===== config.mk =====
export PLATFORM = sky130hd
export DESIGN_NAME = mem_access_unit
export DESIGN_NICKNAME = d
export VERILOG_FILES = /design/src/rtl/mem_access_unit.sv
export SDC_FILE = /design/constraint.sdc
export NUM_CORES = 1
export LEC_CHECK = 0
export CAP_MARGIN = 20
export CORE_MARGIN = 1.5
export CORE_UTILIZATION = 48
export DETAILED_ROUTE_END_ITERATION = 10
export GPL_TIMING_DRIVEN = 1
export PLACE_DENSITY = 0.83
export SETUP_SLACK_MARGIN = 0.02
export SLEW_MARGIN = 20
export SYNTH_ARGS = -nofsm -noshare
export SYNTH_HDL_FRONTEND = slang
export SYNTH_SLANG_ARGS = --single-unit

===== constraint.sdc =====
create_clock -name clk -period 3.15 [get_ports clk]
set_clock_uncertainty 0.2 [all_clocks]
set_input_delay 0.63 -clock clk [delete_from_list [all_inputs] [get_ports clk]]
set_output_delay 0.63 -clock clk [all_outputs]
set_load 0.02 [all_outputs]

===== src/rtl/mem_access_unit.sv =====
// rtl/mem_access_unit.sv - MEM-stage load/store responder with lane steering, extension and bus timeout
module mem_access_unit #(
    parameter int unsigned TIMEOUT_CYCLES = 255
) (
    input  logic        clk,
    input  logic        rst_n,
    input  logic        mem_read_en,
    input  logic        mem_write_en,
    input  logic [5:0]  op_code,
    input  logic [31:0] addr,
    input  logic [31:0] store_data,
    output logic        stall,
    output logic [31:0] load_data,
    output logic        load_valid,
    output logic        addr_err,
    output logic        ctrl_err,
    output logic        bus_err,
    output logic [31:0] bad_addr,
    output logic        bus_req,
    output logic        bus_we,
    output logic [31:0] bus_addr,
    output logic [3:0]  bus_be,
    output logic [31:0] bus_wdata,
    input  logic        bus_ack,
    input  logic [31:0] bus_rdata
);
    localparam logic [5:0] OP_LB  = 6'h20;
    localparam logic [5:0] OP_LH  = 6'h21;
    localparam logic [5:0] OP_LW  = 6'h23;
    localparam logic [5:0] OP_LBU = 6'h24;
    localparam logic [5:0] OP_LHU = 6'h25;
    localparam logic [5:0] OP_SB  = 6'h28;
    localparam logic [5:0] OP_SH  = 6'h29;
    localparam logic [5:0] OP_SW  = 6'h2B;
    localparam logic [7:0] CNT_LAST = 8'(TIMEOUT_CYCLES - 1);

    typedef enum logic [1:0] {ST_IDLE, ST_WAIT, ST_RESP} state_t;

    state_t      state;
    logic [7:0]  cnt;
    logic [5:0]  op_q;
    logic [31:0] addr_q;

    logic        is_load;
    logic        is_store;
    logic        size_byte;
    logic        size_half;
    logic        legal;
    logic        ctrl_bad;
    logic        misaligned;
    logic        start;
    logic [3:0]  st_be;
    logic [31:0] st_wdata;

    always_comb begin
        is_load   = 1'b0;
        is_store  = 1'b0;
        size_byte = 1'b0;
        size_half = 1'b0;
        case (op_code)
            OP_LB, OP_LBU: begin is_load = 1'b1;  size_byte = 1'b1; end
            OP_LH, OP_LHU: begin is_load = 1'b1;  size_half = 1'b1; end
            OP_LW:         is_load = 1'b1;
            OP_SB:         begin is_store = 1'b1; size_byte = 1'b1; end
            OP_SH:         begin is_store = 1'b1; size_half = 1'b1; end
            OP_SW:         is_store = 1'b1;
            default:       ;
        endcase
    end

    // The opcode class must agree with whichever single enable is raised.
    assign legal      = (mem_read_en & ~mem_write_en & is_load) |
                        (mem_write_en & ~mem_read_en & is_store);
    assign ctrl_bad   = (mem_read_en | mem_write_en) & ~legal;
    assign misaligned = size_half ? addr[0] : (~size_byte & (addr[1:0] != 2'b00));
    assign start      = legal & ~misaligned;
    assign stall      = (state == ST_WAIT) | ((state == ST_IDLE) & start);

    always_comb begin
        st_be    = 4'b1111;
        st_wdata = store_data;
        if (is_load) begin
            st_wdata = '0;
        end else if (size_byte) begin
            st_be    = 4'b0001 << addr[1:0];
            st_wdata = {4{store_data[7:0]}};
        end else if (size_half) begin
            st_be    = addr[1] ? 4'b1100 : 4'b0011;
            st_wdata = {2{store_data[15:0]}};
        end
    end

    function automatic logic [31:0] extend_load(input logic [5:0] op, input logic [1:0] lane,
                                                input logic [31:0] word);
        logic [7:0]  b;
        logic [15:0] h;
        b = word[{lane, 3'b000} +: 8];
        h = lane[1] ? word[31:16] : word[15:0];
        case (op)
            OP_LB:   return {{24{b[7]}}, b};
            OP_LBU:  return {24'b0, b};
            OP_LH:   return {{16{h[15]}}, h};
            OP_LHU:  return {16'b0, h};
            default: return word;
        endcase
    endfunction

    always_ff @(posedge clk or negedge rst_n) begin
        if (!rst_n) begin
            state      <= ST_IDLE;
            cnt        <= '0;
            op_q       <= '0;
            addr_q     <= '0;
            load_data  <= '0;
            load_valid <= 1'b0;
            addr_err   <= 1'b0;
            ctrl_err   <= 1'b0;
            bus_err    <= 1'b0;
            bad_addr   <= '0;
            bus_req    <= 1'b0;
            bus_we     <= 1'b0;
            bus_addr   <= '0;
            bus_be     <= '0;
            bus_wdata  <= '0;
        end else begin
            load_valid <= 1'b0;
            addr_err   <= 1'b0;
            ctrl_err   <= 1'b0;
            bus_err    <= 1'b0;
            case (state)
                ST_IDLE: begin
                    cnt <= '0;
                    if (start) begin
                        op_q      <= op_code;
                        addr_q    <= addr;
                        bus_req   <= 1'b1;
                        bus_we    <= mem_write_en;
                        bus_addr  <= {addr[31:2], 2'b00};
                        bus_be    <= st_be;
                        bus_wdata <= st_wdata;
                        state     <= ST_WAIT;
                    end else if (ctrl_bad) begin
                        ctrl_err <= 1'b1;
                    end else if (legal) begin
                        addr_err <= 1'b1;
                        bad_addr <= addr;
                    end
                end
                ST_WAIT: begin
                    if (bus_ack || cnt == CNT_LAST) begin
                        bus_req   <= 1'b0;
                        bus_we    <= 1'b0;
                        bus_addr  <= '0;
                        bus_be    <= '0;
                        bus_wdata <= '0;
                        state     <= ST_RESP;
                        if (bus_ack) begin
                            if (!bus_we) begin
                                load_data  <= extend_load(op_q, addr_q[1:0], bus_rdata);
                                load_valid <= 1'b1;
                            end
                        end else begin
                            bus_err   <= 1'b1;
                            bad_addr  <= addr_q;
                            load_data <= '0;
                        end
                    end else begin
                        cnt <= cnt + 8'd1;
                    end
                end
                ST_RESP: state <= ST_IDLE;
                default: state <= ST_IDLE;
            endcase
        end
    end
endmodule


* Word-level counts from Yosys, hierarchy flattened
Index checks and enable logic that the tools add are counted.
Storage, ports and cells: flip-flop bits (word level) 186, word-level logic and storage cells 124
Cells by class: add/subtract/negate cells 1, eq/ne operators 22, shift-type cells 2, multiplexer cells 54, bitwise gates (word level) 16, reduce and logical (&&, ||, !) cells 14
Operators with widths (count):
- two-way mux 32 bit | 13
- one-hot mux 32 bit (2 select lines) | 3
- one-hot mux 32 bit (4 select lines) | 1
- equality test 6 bit (second input constant) | 12
- indexed part select 32 x 6 -> 8 bit | 1
- two-way mux 4 bit | 6
- two-way mux 1 bit | 22
- two-way mux 16 bit | 1
- one-hot mux 8 bit (2 select lines) | 1
- inequality test 2 bit (second input constant) | 7
- OR reduction 3 bit | 3
- adder 8 x 1 -> 8 bit (second input constant) | 1
- AND 1 bit | 8
- equality test 8 bit (second input constant) | 1
- two-way mux 8 bit | 1
- one-hot mux 4 bit (2 select lines) | 1
- AND reduction 2 bit | 3
- AND reduction 3 bit | 2
- AND reduction 6 bit | 1
- NOT 1 bit | 5
- OR reduction 5 bit | 1
- two-way mux 2 bit | 2
- one-hot mux 1 bit (2 select lines) | 2
- one-hot mux 2 bit (2 select lines) | 1
- other kinds (7) | 10

* Logic depth before layout (Yosys ltp)
Gate-level depths: netlist (run 1).
depth in word-level cells 10, mapped depth 10, gate-level depth less buffers 8

* Worst setup path after synthesis (run 1)
Ideal clock, no wire load.
path type input to register, start in mem_write_en, end reg bad_addr[10], arrival time 2.345 ns, path slack 0.477 ns, stages on the path 7, path buffers 2, cell sequence or4b_1 a2111oi_2 or2_1 buf_4 a21o_4 buf_6 mux2_1
On the way: cells in the longest elaborated chain, start to end 8, elaborated cells on any way between the ends 14, classes of those cells eq/ne (3); bitwise (10); reduce/logical (1)
RTL lines:
- start, declared | line 8 | input logic mem_write_en,
- NOT 1 bit | line 72 | assign legal = (mem_read_en & ~mem_write_en & is_load) |
- AND 1 bit (2 in a row) | line 72
- bitwise OR 1 bit | line 72
- NOT 1 bit | line 74 | assign ctrl_bad = (mem_read_en | mem_write_en) & ~legal;
- AND 1 bit | line 74
- inequality test 2 bit (no source line)
- AND reduction 6 bit (no source line) *
- end signal, assigned | line 146 | bad_addr <= addr;
- end signal, assigned | line 164 | bad_addr <= addr_q;
- end, declared | line 18 | output logic [31:0] bad_addr,
Every way passes the cells marked *; elsewhere a longest branch is shown, timed or not. A chain may end at the register's enable or synchronous reset.

* Worst setup path in the final report (run 1)
start in mem_write_en, end out stall
On the way: cells in the longest elaborated chain, start to end 7, elaborated cells on any way between the ends 9, classes of those cells bitwise (9)
RTL lines:
- NOT 1 bit | line 72
- AND 1 bit (2 in a row) | line 72
- bitwise OR 1 bit * | line 72
- AND 1 bit * | line 76 | assign start = legal & ~misaligned;
- AND 1 bit * | line 77 | assign stall = (state == ST_WAIT) | ((state == ST_IDLE) & start);
- bitwise OR 1 bit * | line 77
- end, declared | line 12 | output logic stall,
Marked as above.

==> flow_summary.yaml, run 1 <==
timing:
  hold_viol_final: 0
  tightest_slew_ps: 629.2
  max_freq_mhz: 331.4
  maxSlewViolCount: 0
  post-route-period-util_pct: 95.81
  grt_setup_unrepaired: "false"
  period_minus_slack_ps: 3018
  slew_headroom_pct: 58.06
  setup_viol: 0
  setup_slack_ps: 132.1
clock_tree:
  htreeDepth: 4
  clockRootBuffer: "clkbuf_16"
  cts_tree: "done"
  cts.sinks: 184
  clk_latency_ps: 430
  path_clk_slew_ps: 70
  cts.path.max_buffers: 2
  cts_buffers: 17
worst_hold_path:
  hold_depth: 1
  hold_end: "op_q[5]"
  holdCritPathClass: "reg2reg"
  min_from: "op_q[5]"
routing:
  drt-initial-drc-count: 397
  vias: 7255
  wirelength_um: 24750
  routed_via_density: 5.664
  drt_pass1_iterations: 5
  wire_per_inst_um: 19.32
  antenna_left: 0
  drcViolationCount: 0
setup_path:
  worstPathCellList: "clkdlybuf4s50_1 > nor4bb_4 > and3_1 > a31o_2 > a21oi_1 > nor2_1 > buf_2"
  r2r.worst_path.cells: 7
  r2r_start: "state[0]"
  worstSetupPathType: "in2out"
  timing.critical_path.buf_inv: 2
  cpPeakStageDelay_ps: 530
  endpoint_kind: "primary output"
  required_ps: 2320
  rr_endpoint: "bad_addr[30]"
  arrival_ps: 2190
  crit_family: "buffers and inverters"
  path_max_fanout: 4
  cp_slowest_cell: "clkdlybuf4s50_1"
  r2r_slack_ps: 500
  startpoint_type: "input pin"
floorplan:
  core_area_um2: 17360
  die_height_um: 136.7
  start_util_pct: 49.41
  io_pins: 246
  die_w_um: 136.7
  row_count: 48
  dieArea_um2: 18680
synthesis:
  async_flop_share_pct: 100.0
  yosys.cell_count.top_type: "dfrtp_1"
  yosysWarnings: 0
  ys_seq_area_share_pct: 53.69
  netlist_area_um2: 8576
  syn_avg_cell_area_um2: 11.02
  syn_inst: 778
  synth_area_leaders: "dfrtp_1 (54%), nand2_1 (6.9%), mux2_4 (5.6%)"
  synthTopCellsByCount: "dfrtp_1 (184), nand2_1 (157), clkbuf_1 (41)"
  synth_seq_cells: 184
  synth.top_cell.area_share_pct: 53.69
  yosys.area.top_type: "dfrtp_1"
  yosysUniqueCellTypes: 58
  synth_flop_cell: "dfrtp_1"
  synth_edf_count: 0
grt:
  grt.total_usage_pct: 27.17
  first_global_vias: 7301
  grt_pass1_wl_um: 39240
  grt_max_degree: 72
  antenna_found_initial: 0
  overflow: 0
finish:
  antenna-diode-count: 0
  fillers: 1313
  nNetsFinal: 1152
  syn_to_final_growth_pct: 42.47
  drive_gt1_share_pct: 15.25
status:
  status: "completed"
placement:
  dpl_worst_slack_ps: -327.2
  hpwl_um: 17570
  port-buffer-count: 243
  gp_congestion: 0.9397
pwr:
  cellPowerDensity_nw_per_um2: 594.7
  ir_drop_mv: 0.3947
  p_leak_uw: 0.005546
  finalPower_uw: 7267
flow_run:
  drv_cap: 0
==> metal layers <==
layer / wire length (um) / GRT usage, % / vias up
li1: - / - / 3341
met2: 11810 / 43.58 / 305
met1: 10440 / 36.30 / 3575
met3: 1985 / 6.704 / 34
met5: 0 / 0 / -
met4: 517 / 8.570 / 0
==> how the worst max path moves through the flow <==
stage	start	to	slack (ps)	depth (start not counted)
after global routing	mem_write_en	stall	60	7
final	mem_write_en	stall	130	7
after global placement	op_code[3]	stall	-300	7
after floorplan	mem_write_en	bad_addr[10]	480	7
after detailed placement	op_code[3]	stall	-330	7
after CTS	op_code[0]	stall	30	8
==> cells in the final DEF (no fill, tap or decap), types with 6 or more instances in the layout <==
master,synthesis,layout
a2111oi_0,8,8
a221o_1,17,17
a22o_1,32,32
a31o_2,9,9
a31oi_1,8,8
buf_12,0,9
buf_4,3,54
clkbuf_16,0,17
clkdlybuf4s50_1,0,238
dfrtp_1,184,184
inv_1,9,9
mux2_1,30,30
mux2_4,32,32
mux2i_1,18,18
nand2_1,157,157
nand3_1,8,8
nor2_1,28,26
nor3_1,11,11
o211ai_1,31,31
o21ai_0,20,20
o21ai_1,20,19
o22ai_1,6,6
o2bb2ai_1,15,15
o31ai_1,10,10
==> worst register-to-register path, stage by stage, from the launching register on <==
cell and delay, ps:
dfrtp_1 380, or4b_1 530, a2111oi_2 390, or2_1 240
buf_12 140, a21o_4 150, buf_12 160, mux2_1 340
==> through the flow <==
stage          utilization, %  std cells  area, um^2  hold WS [ps]  setup TNS (ps)
2_1_floorplan               -        779        8579         134.4               0
5_1_grt                 70.39       1281       12220         314.7               0
6_report                70.39       1281       12220         283.0               0
3_3_place_gp            66.90       1248       11610         257.8          -11260
3_5_place_dp            66.90       1248       11610         261.1          -14940
4_1_cts                 70.31       1281       12200         278.3               0
==> report_power, final <==
part           total (uW)  switching, uW  internal, uW
clock network        2070            999          1070
registers            3050            265          2790
logic                2150           1020          1130
total                7270           2290          4980
==> layout make-up <==
| cell class | count | area (um^2) | share of cell area [%] |
|---|---|---|---|
| inverters | 10 | 37.54 | 0.3072 |
| well taps | 225 | 281.5 | 2.304 |
| repair buffers | 307 | 3032 | 24.81 |
| clock inverters | 14 | 131.4 | 1.075 |
| flip-flops and latches | 184 | 4604 | 37.69 |
| clock buffers | 18 | 439.2 | 3.594 |
| multi-input cells | 523 | 3692 | 30.22 |
==> state kept, by name, summed over array words and instances (netlist names) <==
signal and cells:
load_data 32, op_q 6, bus_err 1, bus_req 1
bad_addr 32, bus_addr 30, bus_wdata 32, ctrl_err 1
addr_q 32, bus_we 1, bus_be 4, load_valid 1
state 2, cnt 8, addr_err 1
==> cell families after synthesis <==
logic type / count (synthesis) / share of synthesized area (%)
compound gates: 194 / 17.14
fa+ha+maj: 2 / 0.2918
simple gates: 236 / 11.89
flops: 184 / 53.69
mux: 84 / 12.43
buf+inv: 72 / 3.998
other cells: 1 / 0.04373
xor+xnor: 5 / 0.5107
==> timing repair <==
item	4_1_cts	5_1_grt
resized for setup	5	6
endpoints found under the setup margin	1	1
endpoints found under the hold margin	23	0
hold buffers	1	0
buffers inserted	0	0
cloned	0	0
No activity file was read; power rests on OpenSTA's default activity.
==> run 2: changes to the inputs <==
--- a/config.mk
+++ b/config.mk
@@ -10,9 +10,10 @@
 export CORE_UTILIZATION = 48
 export DETAILED_ROUTE_END_ITERATION = 10
 export GPL_TIMING_DRIVEN = 1
+export HOLD_SLACK_MARGIN = 0.05
 export PLACE_DENSITY = 0.83
-export SETUP_SLACK_MARGIN = 0.02
-export SLEW_MARGIN = 20
+export SETUP_SLACK_MARGIN = 0.5
+export SLEW_MARGIN = 30
 export SYNTH_ARGS = -nofsm -noshare
 export SYNTH_HDL_FRONTEND = slang
 export SYNTH_SLANG_ARGS = --single-unit
==> run 2 against run 1 <==
Effect of this change:
- sequential share of layout area hardly changed
- combinational power hardly changed
- critical path depth increased by 1
- clock-buffer cell count decreased by 1
- maximum frequency rose by 15%
==> flow_summary.yaml, run 2 (synthesis results as in run 1) <==
finish:
  fillers: 1269
  layout.cells.most_common: "clkdlybuf4s50_1"
  finalNonFillerCells: 1276
  nNetsFinal: 1147
  syn_to_final_growth_pct: 42.56
  stdcell_area_um2: 12230
  utilization_pct: 70.44
  drive_gt1_share_pct: 15.89
  antenna-diode-count: 0
  final_cell_mix: "clkdlybuf4s50_1 (233), dfrtp_1 (184), nand2_1 (156)"
timing:
  tightest_slew_ps: 556.4
  setup_viol: 0
  hold_viol_final: 0
  post-route-period-util_pct: 83.40
  slew_headroom_pct: 62.91
  grt_setup_unrepaired: "false"
  period_minus_slack_ps: 2627
  max_freq_mhz: 380.7
  maxSlewViolCount: 0
  final.setup.tns_ps: 0
setup_path:
  r2r_slack_ps: 640
  required_ps: 2320
  cp_slowest_cell: "a31o_2"
  cpPeakStageDelay_ps: 240
  arrival_ps: 1800
  endpoint_kind: "primary output"
  timing.critical_path.buf_inv: 3
  crit_family: "buffers and inverters"
  worstPathCellList: "clkbuf_4 > buf_6 > nand2b_1 > and3_1 > a31o_2 > a21oi_2 > nor2_1 > buf_4"
  worstSetupPathType: "in2out"
  startpoint_type: "input pin"
  path_max_fanout: 4
worst_hold_path:
  holdCritPathClass: "reg2reg"
placement:
  gp_congestion: 0.8477
  dpl_cell_area_um2: 11580
  port-buffer-count: 243
  hpwl_um: 17730
  place_inst: 1242
routing:
  antenna_left: 0
  drt-initial-drc-count: 455
  wirelength_um: 25100
  drcViolationCount: 0
  routed_via_density: 5.745
  vias: 7330
  drt_pass1_iterations: 5
  wire_per_inst_um: 19.67
flow_run:
  drv_cap: 0
pwr:
  finalPower_uw: 7306
  ir_drop_mv: 0.3761
  p_leak_uw: 0.005547
  cellPowerDensity_nw_per_um2: 597.6
clock_tree:
  htreeDepth: 4
  cts.path.max_buffers: 2
  cts_buffers: 17
  cts.sinks: 184
  clockRootBuffer: "clkbuf_16"
  path_clk_slew_ps: 70
  clk_latency_ps: 430
  cts_tree: "done"
floorplan:
  dieArea_um2: 18680
  io_pins: 246
  die_height_um: 136.7
  core_area_um2: 17360
  row_count: 48
  start_util_pct: 49.41
  die_w_um: 136.7
grt:
  grt.total_usage_pct: 27.22
  grt_max_degree: 76
  overflow: 0
  antenna_found_initial: 0
  first_global_vias: 7334
  grt_pass1_wl_um: 39250
status:
  status: "completed"
## run 2: where the power goes
part / internal, uW / leakage, uW / switching, uW
combinational: 1130 / 0.00286 / 1030
clock: 1060 / 0.000288 / 1030
sequential: 2790 / 0.00240 / 264
total: 4980 / 0.00555 / 2330
## run 2: routing by layer
layer  wire, um  up-vias  GRT usage (%)  part of all wire, %
li1           -     3326              -                    -
met1      10160     3614          35.05                   40
met2      12120      342          44.72                   48
met3       2236       48          6.704                  8.9
met4        588        0          9.574                  2.3
met5          0        -              0                    0
## run 2: metrics by stage
stage / hold slack [ps] / setup slack, ps
6_report: 286.2 / 523.0
5_1_grt: 301.8 / 481.9
4_1_cts: 291.2 / 506.2
3_5_place_dp: 274.0 / -336.2
3_3_place_gp: 258.2 / -264.7
2_1_floorplan: 134.4 / 578.3
## run 2: final cells by class
class                      instances  area, um^2  area share [%]
sequential                       184        4604           37.66
multi-input combinational        523        3740           30.59
timing repair buffer             302        2982           24.39
clock buffer                      17       425.4           3.480
tap                              225       281.5           2.303
clock inverter                    15       155.1           1.269
inverter                          10       37.54          0.3070
## run 2: final timing paths
| kind | endpoint | cells after the start | startpoint |
|---|---|---|---|
| min reg2reg | bad_addr[21] | 1 | bad_addr[21] |
| max in group asynchronous | bus_wdata[19] | 3 | rst_n |
| max | stall | 8 | op_code[0] |
| max reg2reg | bus_wdata[16] | 7 | state[0] |
| min in group asynchronous | bus_addr[5] | 2 | rst_n |
| min | bad_addr[21] | 1 | bad_addr[21] |
## run 2: repair_timing
action | CTS | global route
buffers inserted | 1 | 0
pin swaps | 2 | 6
endpoints found under the setup margin | 125 | 1
gates resized for setup | 33 | 12
hold buffers | 1 | 0
endpoints found under the hold margin | 39 | 0
==> run 3: changes to the inputs <==
--- a/config.mk
+++ b/config.mk
@@ -7,11 +7,11 @@
 export LEC_CHECK = 0
 export CAP_MARGIN = 20
 export CORE_MARGIN = 1.5
-export CORE_UTILIZATION = 48
+export CORE_UTILIZATION = 43
 export DETAILED_ROUTE_END_ITERATION = 10
 export GPL_TIMING_DRIVEN = 1
 export HOLD_SLACK_MARGIN = 0.05
-export PLACE_DENSITY = 0.83
+export PLACE_DENSITY = 0.78
 export SETUP_SLACK_MARGIN = 0.5
 export SLEW_MARGIN = 30
 export SYNTH_ARGS = -nofsm -noshare
==> constraint.sdc (replaced) <==
create_clock -name clk -period 2.3 [get_ports clk]
set_clock_uncertainty 0.2 [all_clocks]
set_input_delay 0.46 -clock clk [delete_from_list [all_inputs] [get_ports clk]]
set_output_delay 0.46 -clock clk [all_outputs]
set_load 0.02 [all_outputs]
==> run 3 against run 2 <==
Effect of this change:
- the run now ends with negative setup slack left
- sequential power increased by 38%
- non-clock buffer count up 54
- critical endpoint is now bad_addr[1]
- final area is 12% higher
==> flow_summary.yaml, run 3 (synthesis results as in run 1) <==
routing:
  drt-initial-drc-count: 477
  drcViolationCount: 0
  wirelength_um: 28630
  drt_pass1_iterations: 4
  antenna_left: 0
  vias: 7761
  routed_via_density: 5.640
  wire_per_inst_um: 20.81
status:
  violations: "negative setup slack"
  status: "finished, violations left"
finish:
  drive_gt1_share_pct: 31.89
  final_cell_mix: "dfrtp_1 (183), nand2_1 (155), dlymetal6s2s_1 (95)"
  layout.cells.most_common: "dfrtp_1"
  stdcell_area_um2: 13730
  utilization_pct: 70.34
  nNetsFinal: 1206
  fillers: 1375
  area.sequential_um2: 4606
  finalNonFillerCells: 1376
  syn_to_final_growth_pct: 60.15
  multiInputGateArea_um2: 4359
pwr:
  cellPowerDensity_nw_per_um2: 751.3
  finalPower_uw: 10320
  p_leak_uw: 0.007429
  ir_drop_mv: 0.4748
timing:
  hold_viol_final: 0
  period_minus_slack_ps: 2430
  grt_setup_unrepaired: "true"
  post-route-period-util_pct: 105.6
  setup_viol: 127
  maxSlewViolCount: 0
  max_freq_mhz: 411.6
  slew_headroom_pct: 58.46
  setup_slack_ps: -129.5
  tightest_slew_ps: 621.6
placement:
  hpwl_um: 18310
  place_inst: 1307
  port-buffer-count: 243
  dpl_cell_area_um2: 11960
  gp_congestion: 0.8749
setup_path:
  required_ps: 2420
  startpoint_type: "flip-flop"
  r2r_slack_ps: -130
  endpoint_kind: "flip-flop"
  arrival_ps: 2550
  path_max_fanout: 6
  rr_endpoint: "bad_addr[1]"
  worstSetupPathType: "reg2reg"
  r2r_start: "state[0]"
  r2r.worst_path.cells: 6
floorplan:
  die_height_um: 144.2
  io_pins: 246
  die_w_um: 144.2
  dieArea_um2: 20800
  core_area_um2: 19530
  row_count: 51
  start_util_pct: 43.92
clock_tree:
  cts.path.max_buffers: 2
  cts_buffers: 17
  cts_tree: "done"
  cts.sinks: 184
  clk_latency_ps: 430
  clockRootBuffer: "clkbuf_16"
  path_clk_slew_ps: 70
  htreeDepth: 4
worst_hold_path:
  min_from: "mem_write_en"
  hold_depth: 3
  holdCritPathClass: "in2reg"
  hold_end: "ctrl_err"
grt:
  antenna_found_initial: 1
  first_global_vias: 7798
  grt.total_usage_pct: 26.61
  grt_pass1_wl_um: 42430
  overflow: 0
  grt_max_degree: 63
flow_run:
  drv_cap: 0
[run 3: cell count changes in the layout (fill, tap and decap cells not counted), moves of 21 or more]
| cell | change |
|---|---|
| buf_4 | +21 |
| buf_6 | +23 |
| clkdlybuf4s15_2 | +25 |
| clkdlybuf4s50_1 | -140 |
| dlymetal6s2s_1 | +95 |
| mux2_1 | -30 |
| mux2_4 | +32 |
[run 3: metrics by stage]
step	TNS [ps]	hold WS [ps]	setup WS [ps]
4_1_cts	-5181	291.5	-94.91
2_1_floorplan	-877.5	-35.59	-29.25
3_5_place_dp	-111200	270.4	-823.6
5_1_grt	-22250	221.7	-212.9
3_3_place_gp	-105360	264.9	-780.4
6_report	-11130	197.2	-129.5
[run 3: area by class of cell]
type                            instances  area share [%]
Tap cell                              265           2.414
Inverter                               10          0.3006
Sequential cell                       184           33.53
Clock inverter                         14           1.166
Antenna cell                            1         0.01822
Timing Repair Buffer                  356           27.63
Multi-Input combinational cell        528           31.74
Clock buffer                           18           3.198
[run 3: how the worst max path moves through the flow]
stage,slack (ps),to,from
after floorplan,-30,bad_addr[10],state[0]
after detailed placement,-820,bad_addr[19],mem_read_en
after CTS,-90,stall,op_code[2]
final,-130,bad_addr[1],state[0]
after global placement,-780,stall,op_code[2]
after global routing,-210,bus_addr[3],state[0]
[run 3: timing repair]
item	CTS	global route
gates cloned	8	3
endpoints found under the setup margin	312	289
hold buffers	1	0
pin swaps	12	33
resized for setup	208	197
endpoints found under the hold margin	54	0
setup buffers	14	10
[run 3: power breakdown]
| group | total, uW | internal (uW) | switching (uW) |
|---|---|---|---|
| combinational | 3190 | 1660 | 1530 |
| clock | 2920 | 1490 | 1430 |
| sequential | 4220 | 3820 | 398 |
| total | 10300 | 6960 | 3360 |
[run 3: critical path, stage by stage (launching register included)]
cell,delay [ps]
dfrtp_1,380
or4b_4,550
a2111oi_4,250
or2_4,220
a21o_4,220
clkbuf_16,190
mux2_4,290
[run 3: per-layer routing]
| metal | GRT usage, % | vias to the layer above | wire length [um] |
|---|---|---|---|
| li1 | - | 3451 | - |
| met1 | 34.12 | 3914 | 11940 |
| met2 | 43.34 | 335 | 13630 |
| met3 | 7.583 | 61 | 2329 |
| met4 | 8.878 | 0 | 728 |
| met5 | 0 | - | 0 |
==> RTL change: new RTL, flow settings as in run 3 <==
Register the output `bus_err` once more; this adds one clock of latency there. The other outputs are not delayed to match.
--- a/src/rtl/mem_access_unit.sv
+++ b/src/rtl/mem_access_unit.sv
@@ -37,2 +37,4 @@
     typedef enum logic [1:0] {ST_IDLE, ST_WAIT, ST_RESP} state_t;
+
+    logic bus_err_s0;
 
@@ -117,3 +119,3 @@
             ctrl_err   <= 1'b0;
-            bus_err    <= 1'b0;
+            bus_err_s0 <= 1'b0;
             bad_addr   <= '0;
@@ -128,3 +130,3 @@
             ctrl_err   <= 1'b0;
-            bus_err    <= 1'b0;
+            bus_err_s0 <= 1'b0;
             case (state)
@@ -162,3 +164,3 @@
                         end else begin
-                            bus_err   <= 1'b1;
+                            bus_err_s0 <= 1'b1;
                             bad_addr  <= addr_q;
@@ -175,2 +177,6 @@
     end
+    always_ff @(posedge clk) begin
+        bus_err <= bus_err_s0;
+    end
+
 endmodule
Function: same outputs for any inputs over 4 cycles, from zero or initial values and one cycle with rst_n low; that may be too few to reach the edited logic, so the function may still have changed.
==> RTL change against run 3 <==
First-iteration DRC count increased by 2.9%. Critical path depth unchanged. Power increased by 3.5%. Wire length increased by 3.9%. Final area increased by 0.60%. Sequential cell count increased by 1. Core utilization increased by 0.42 points. Synthesized cell count increased by 0.13%. Non-clock buffer count increased by 12. Largest cell class unchanged. Clock power increased by 15%. Highest routed layer unchanged. Area after synthesis increased by 0.23%. Largest power group unchanged. The flow still finishes with violations (negative setup slack). Setup slack got worse by 0.012 ns.
==> RTL change: results <==
detailed_routing:
  wl_um: 29800
  first_iter_violations: 491
  dr.pass1.iters: 8
sta:
  fin_tns_setup_ns: -10.09
  tightest_slew_ns: 0.577
  setup_viol: 127
  fin_ws_ns: -0.141
worst_hold_path:
  min_path_type: "reg -> reg"
synth:
  synth_cell_types: 59
  async_flop_share_pct: 99.5
worst_setup_path:
  critPathCapture: "bus_wdata[31]"
  cp.arrival_ns: 2.57
  r2r-end: "bus_wdata[31]"
  worstPathMaxFanout: 11
  startpoint: "state[1]"
outcome:
  status: "finished with violations"
  violations: "negative setup slack"
placement:
  gp_congestion: 0.907
  place_hpwl_um: 18100
  pre_cts_ws_ns: -0.816
cells_and_area:
  drive_gt1_share_pct: 37.1
  final_nets: 1215
  antenna_cells: 0
power:
  leakagePower_nw: 6.89
  vdd_drop_max_mv: 0.535
clock_network:
  cts.clk_slew.worst_paths_ns: 0.07
global_route:
  antenna_found_initial: 0
  grt_pass1_vias: 7851
  grt_max_degree: 60
  grtUsageTotal_pct: 27.6
RTL change: metrics by stage:
step / instance area, µm² / std cells
finish: 13800 / 1384
global placement: 11900 / 1297
CTS: 13500 / 1368
detailed placement: 11900 / 1297
global route: 13800 / 1384
floorplan: 8860 / 780
RTL change: cell families after synthesis:
logic type      synth area share, %
compound gates                 17.1
xor+xnor                      0.510
mux                            12.4
other cells                  0.0436
buf+inv                        3.99
fa+ha+maj                     0.291
simple gates                   11.9
flops                          53.8
RTL change: layout make-up:
class	instances	share of cell area, %
flip-flops and latches	185	33.5
repair buffers	368	26.9
clock buffers	18	3.11
well taps	265	2.40
multi-input cells	524	32.1
inverters	10	0.272
clock inverters	14	1.68
RTL change: repair_timing:
action,in CTS,in global routing
gates cloned,10,3
setup buffers,28,13
hold buffers,1,0
setup endpoints to repair,312,282
pin swaps,25,36
gates resized for setup,340,200
endpoints found under the hold margin,53,0
RTL change: how the worst min path moves through the flow:
stage	start	to	slack [ns]	depth (start not counted)
2_1_floorplan	rst_n	addr_err	-0.04	0
3_3_place_gp	bus_err_s0	bus_err	0.13	0
3_5_place_dp	bus_err_s0	bus_err	0.13	0
4_1_cts	bus_err_s0	bus_err	0.14	0
5_1_grt	bus_err_s0	bus_err	0.16	0
6_report	bus_err_s0	bus_err	0.14	0
RTL change: routing by layer:
layer  vias up  global-route usage (%)  share of wire, %
met5         -                       0                 0
met4         0                    10.6               2.7
met3        61                    8.18               8.5
met2       369                    43.4                48
met1      3932                    36.0                41
li1       3478                       -                 -
RTL change: worst max-delay path: cells and delay by family (launching register included):
family	cells	cell delay, ns
AND/OR/NAND/NOR	3	0.91
AO/OA/AOI/OAI	2	0.49
flip-flops	1	0.41
buffers and inverters	1	0.32
RTL change: where the power goes:
part / internal [W] / leakage [nW] / switching (W)
Combinational: 0.00153 / 4.16 / 0.00154
Clock: 0.00197 / 0.326 / 0.00138
Sequential: 0.00384 / 2.40 / 0.000421
Total: 0.00733 / 6.89 / 0.00334
